===== src/rtl/otp_cipher_engine.sv =====
// otp_cipher_engine: one-time-pad encrypt/decrypt over a MSG_LEN-symbol key buffer; define OTP_KEY_ZEROISE_EN to wipe keys after a decrypt
module otp_cipher_engine #(
  parameter int SYM_W   = 5,
  parameter int ALPHA   = 27,
  parameter int MSG_LEN = 4,
  parameter int IDX_W   = $clog2(MSG_LEN)
) (
  input  logic             clk,
  input  logic             rst,
  input  logic             mode_i,
  input  logic             in_valid_i,
  output logic             in_ready_o,
  input  logic [SYM_W-1:0] sym_in_i,
  input  logic [SYM_W-1:0] rand_num_i,
  output logic             out_valid_o,
  input  logic             out_ready_i,
  output logic [SYM_W-1:0] sym_out_o,
  output logic [SYM_W-1:0] key_out_o,
  output logic             out_err_o,
  output logic [IDX_W-1:0] sym_idx_o,
  output logic             msg_done_o,
  output logic             keys_held_o
);
  typedef enum logic [1:0] {IDLE, ENC, DEC} state_t;
  localparam logic [SYM_W:0] A1 = (SYM_W+1)'(ALPHA);
  localparam logic [IDX_W-1:0] LAST = IDX_W'(MSG_LEN - 1);
  state_t state_q, state_d;
  logic [IDX_W-1:0] idx_q, idx_d, sidx_q, sidx_d;
  logic [SYM_W-1:0] key_mem_q [MSG_LEN];
  logic [SYM_W-1:0] key_mem_d [MSG_LEN];
  logic keys_held_q, keys_held_d, valid_q, valid_d, err_q, err_d, done_q, done_d;
  logic [SYM_W-1:0] sym_q, sym_d, key_q, key_d;
  logic acc, illegal, last, enc;
  logic [SYM_W-1:0] k, c_enc, kmem, p_dec;
  logic [SYM_W:0] sum;
  assign in_ready_o  = !valid_q | out_ready_i;
  assign acc         = in_valid_i & in_ready_o;
  assign illegal     = {1'b0, sym_in_i} >= A1;
  assign last        = idx_q == LAST;
  assign enc         = (state_q == IDLE) ? !mode_i : (state_q == ENC);
  assign k           = ({1'b0, rand_num_i} >= A1) ? SYM_W'({1'b0, rand_num_i} - A1) : rand_num_i;
  assign sum         = {1'b0, sym_in_i} + {1'b0, k};
  assign c_enc       = (sum >= A1) ? SYM_W'(sum - A1) : SYM_W'(sum);
  assign kmem        = key_mem_q[idx_q];
  assign p_dec       = (sym_in_i >= kmem) ? sym_in_i - kmem : SYM_W'({1'b0, sym_in_i} + A1 - {1'b0, kmem});
  assign out_valid_o = valid_q;
  assign sym_out_o   = sym_q;
  assign key_out_o   = key_q;
  assign out_err_o   = err_q;
  assign sym_idx_o   = sidx_q;
  assign msg_done_o  = done_q;
  assign keys_held_o = keys_held_q;
  // Next state, key buffer updates and output register loads; a decrypt start without keys is rejected in place
  always_comb begin
    state_d     = state_q;
    idx_d       = idx_q;
    keys_held_d = keys_held_q;
    key_mem_d   = key_mem_q;
    valid_d     = valid_q & ~out_ready_i;
    sym_d       = sym_q;
    key_d       = key_q;
    err_d       = err_q;
    sidx_d      = sidx_q;
    done_d      = done_q;
    if (acc) begin
      valid_d = 1'b1;
      sidx_d  = idx_q;
      done_d  = last;
      err_d   = illegal;
      sym_d   = '0;
      key_d   = '0;
      if (!enc && state_q == IDLE && !keys_held_q) begin
        err_d = 1'b1;
      end else begin
        idx_d   = last ? '0 : idx_q + 1'b1;
        state_d = last ? IDLE : (enc ? ENC : DEC);
        if (enc) begin
          if (state_q == IDLE) begin
            keys_held_d = 1'b0;
            key_mem_d   = '{default: '0};
          end
          key_mem_d[idx_q] = illegal ? '0 : k;
          sym_d = illegal ? '0 : c_enc;
          key_d = illegal ? '0 : k;
          if (last) keys_held_d = 1'b1;
        end else begin
          if (illegal) key_mem_d[idx_q] = '0;
          sym_d = illegal ? '0 : p_dec;
          key_d = illegal ? '0 : kmem;
`ifdef OTP_KEY_ZEROISE_EN
          if (last) begin
            key_mem_d   = '{default: '0};
            keys_held_d = 1'b0;
          end
`endif
        end
      end
    end
  end
  // State and output registers; reset abandons the message, wipes keys and drops pending output
  always_ff @(posedge clk) begin
    if (!rst) begin
      state_q     <= IDLE;
      idx_q       <= '0;
      keys_held_q <= 1'b0;
      key_mem_q   <= '{default: '0};
      valid_q     <= 1'b0;
      sym_q       <= '0;
      key_q       <= '0;
      err_q       <= 1'b0;
      sidx_q      <= '0;
      done_q      <= 1'b0;
    end else begin
      state_q     <= state_d;
      idx_q       <= idx_d;
      keys_held_q <= keys_held_d;
      key_mem_q   <= key_mem_d;
      valid_q     <= valid_d;
      sym_q       <= sym_d;
      key_q       <= key_d;
      err_q       <= err_d;
      sidx_q      <= sidx_d;
      done_q      <= done_d;
    end
  end
endmodule


===== config.mk =====
export PLATFORM = sky130hd
export DESIGN_NAME = otp_cipher_engine
export DESIGN_NICKNAME = d
export VERILOG_FILES = /design/src/rtl/otp_cipher_engine.sv
export SDC_FILE = /design/constraint.sdc
export NUM_CORES = 1
export LEC_CHECK = 0
export ABC_AREA = 0
export BUFFER_PORTS_ARGS = -buffer_cell sky130_fd_sc_hd__buf_2
export CORE_AREA = 5 5 101 103
export CTS_CLUSTER_DIAMETER = 60
export DETAILED_ROUTE_END_ITERATION = 8
export DIE_AREA = 0 0 106 108
export PLACE_DENSITY = 0.57
export SKIP_CTS_REPAIR_TIMING = 1
export SYNTH_ARGS = -nofsm -noshare
export SYNTH_HDL_FRONTEND = slang
export SYNTH_SLANG_ARGS = --single-unit

===== constraint.sdc =====
create_clock -name clk -period 10.07 [get_ports clk]
set_input_delay 2.5175 -clock clk [delete_from_list [all_inputs] [get_ports clk]]
set_output_delay 2.5175 -clock clk [all_outputs]
set_load 0.01 [all_outputs]

==> metrics.md <==
| Metric | Value |
|---|---|
| Status | `finished, final reports clean` |
| Crit end category | `output port` |
| ANT nets after route | `0` |
| Maxcap violations | `0` |
| Area of the multi-input gates | `0.00174 mm2` |
| Clk pin slew, worst setup/hold paths | `0.09 ns` |
| Layout cells sized above 1 | `16.8%` |
| Initial antenna violation count | `0` |
| Number of port buffers | `31` |
| Crit Path Category | `in2out` |
| Die area | `0.0114 mm2` |
| Synth cell count leaders | `dfxtp_1, nand2_1, nor2_1, a21oi_1, inv_1` |
| Worst Hold Class | `reg2reg` |
| CP arrival | `2.94 ns` |
| Pwr/cell area | `134 mW/mm2` |
| Final Hold Viols | `0` |
| Fmax | `183 MHz` |
| Nets | `387` |
| Share of power burned in combinational logic | `25.8%` |
| Cell-internal power | `0.279 mW` |
| Main flop type after synthesis | `dfxtp_1` |
| Cell variety after synth | `50` |
| First-pass GRT wire length | `11200 um` |
| Initial DRC count | `111` |
| Post-DR vias/cell | `5.21` |
| CP Max Fanout | `3` |
| Vias in the first global route | `2322` |
| Non-Filler Instances | `457` |
| Syn_nets | `357` |
| # fillers | `967` |
| Asr flop ratio synth | `0%` |
| Vias | `2383` |
| Leading area contributor after synthesis | `dfxtp_1` |
| Seq cells post-synth | `40` |
| Post-DR wirelength/cell | `14.6 um` |
| # DRC | `0` |
| Cells after synthesis | `315` |
| Mapped cell area | `0.00267 mm2` |
| Slew headroom | `37.0%` |
| Num CTS Buffers | `5` |
| Clock root cell | `clkbuf_8` |
| Core Box Area | `0.00911 mm2` |
| Sequential cell area | `801 um2` |
| Clk Latency, worst-skew pair | `0.29 ns` |
| Total gr overflow | `0` |
| Worst VDD drop | `52.8 uV` |
| Routability cong. | `0.849` |
| Sequential power share | `41.5%` |
| Count leader, synth | `dfxtp_1` |
| Part of the Yosys area used for sequential elements | `30.0%` |
| Row count | `35` |
| Fin crit period | `5.46 ns` |
| Die X | `106 um` |
| Nature of the critical path startpoint | `primary input` |
| DR pass1 iterations | `4` |
| Initial Utilization | `29.3%` |
| # diodes | `0` |
| Overall routing resource usage | `12.1%` |
| Setup Viol. Count Final | `0` |
| Io pins | `32` |
| Leakage | `1.25 nW` |
| Dpl hpwl | `5380 um` |
| Chip Height | `108 um` |
| Critical Path RT | `7.55 ns` |
| Fin crit share | `54.2%` |
| Largest net degree at the start of global routing | `31` |
| Avg Cell Area, Syn | `8.46 um2` |
| CTS tree | `built` |
| H-tree depth | `2` |
| Placed Cells | `449` |
| Post-synth EDFFs | `0` |
| Clk_skew | `0.00827 ns` |
| Area fraction of the dominant cell type after synthesis | `30.0%` |
| Net Sw Frac | `31.5%` |
| CTS sink cnt | `40` |
| Clock Path Buffers | `2` |
| Area growth syn-to-layout | `13.9%` |
| Synth area leaders | `dfxtp_1, ha_1, nand2_1, a2bb2oi_1, a21oi_1` |
| Final wirelength | `6680 um` |
| Pwr Total | `0.407 mW` |
| Clock Power Share | `32.7%` |
| Slew @ Worst Pin | `0.945 ns` |
| Setup TNS | `0 ns` |
| Psw | `0.128 mW` |
| Synth Warn # | `0` |
| RSZ-0062 raised after global routing | `no` |
| Fin. max-slew vios | `0` |
## logic make-up (layout without fill, tap and decap cells)
| kind of cell | count (synthesis) | count (layout) | share of synthesized area, % |
|---|---|---|---|
| compound gates | 90 | 90 | 23.7 |
| fa+ha+maj | 27 | 27 | 13.8 |
| mux | 8 | 8 | 5.40 |
| xor+xnor | 7 | 7 | 2.30 |
| buf+inv | 32 | 63 | 4.69 |
| simple gates | 111 | 111 | 20.0 |
| flops | 40 | 40 | 30.0 |
## path summary, 6_finish.rpt
check / startpoint / to / slack [ns] / cells past startpoint
setup reg to reg: idx_q[0] / sym_out_o[2] / 6.88 / 10
hold reg to reg: msg_done_o / msg_done_o / 0.45 / 2
hold / removal: msg_done_o / msg_done_o / 0.45 / 2
setup / recovery: out_ready_i / in_ready_o / 4.61 / 3
## registers in the layout (all words and copies together) (netlist names)
| register | cells |
|---|---|
| out_err_o | 1 |
| key_mem_q | 20 |
| sym_out_o | 5 |
| key_out_o | 5 |
| idx_q | 2 |
| sym_idx_o | 2 |
| out_valid_o | 1 |
| keys_held_o | 1 |
| state_q | 2 |
| msg_done_o | 1 |
## cell usage in the layout, fill, tap and decap left out, types with 3 or more instances in the layout
cell / netlist / routed
and2_1: 6 / 6
nand2_1: 37 / 37
inv_1: 24 / 24
a21oi_1: 24 / 24
mux4_2: 5 / 5
dfxtp_1: 40 / 40
fa_1: 4 / 4
a22oi_1: 4 / 4
xor2_1: 3 / 3
nor2_1: 30 / 30
clkbuf_8: 0 / 5
o21a_1: 3 / 3
a2bb2oi_1: 15 / 15
ha_1: 23 / 23
o2bb2ai_1: 4 / 4
o21ai_0: 13 / 13
buf_2: 1 / 31
a211oi_1: 3 / 3
nor3_1: 10 / 10
xnor2_1: 4 / 4
a21o_1: 6 / 6
or2_2: 3 / 3
a32oi_1: 3 / 3
nand3_1: 5 / 5
a31o_2: 3 / 3
and3_1: 3 / 3
## metal layers
layer,wire (um),GRT usage [%],up-vias
li1,-,-,1193
met1,2920,13.9,1147
met2,3480,22.5,34
met3,174,2.45,9
met4,108,3.42,0
met5,0,0,-
## power by group through the flow
stage,Sequential [mW],Clock (mW),Combinational (mW)
floorplan,0.172,0,0.0761
global placement,0.172,0,0.103
detailed placement,0.173,0,0.105
CTS,0.169,0.136,0.106
global route,0.170,0.144,0.118
finish,0.169,0.133,0.105
## critical path, cell delays in order
cell and delay [ns]:
buf_2 0.10, nand2b_1 0.16, buf_2 0.16
## through the flow
stage,hold slack [ns],setup WS (ns),area [um2],util [%]
after floorplan,0.450,4.85,2670,-
after global placement,0.443,4.63,2920,32.1
after detailed placement,0.444,4.60,2920,32.1
after CTS,0.457,4.62,3040,33.3
after global routing,0.472,4.59,3040,33.3
final,0.455,4.61,3040,33.3
## area by class of cell
type,count,share of cell area [%]
Timing Repair Buffer,31,5.11
Clock buffer,5,2.27
Clock inverter,3,1.40
Inverter,24,2.97
Sequential cell,40,26.4
Tap cell,111,4.58
Multi-Input combinational cell,243,57.3
Power figures use the tool's default switching activity.
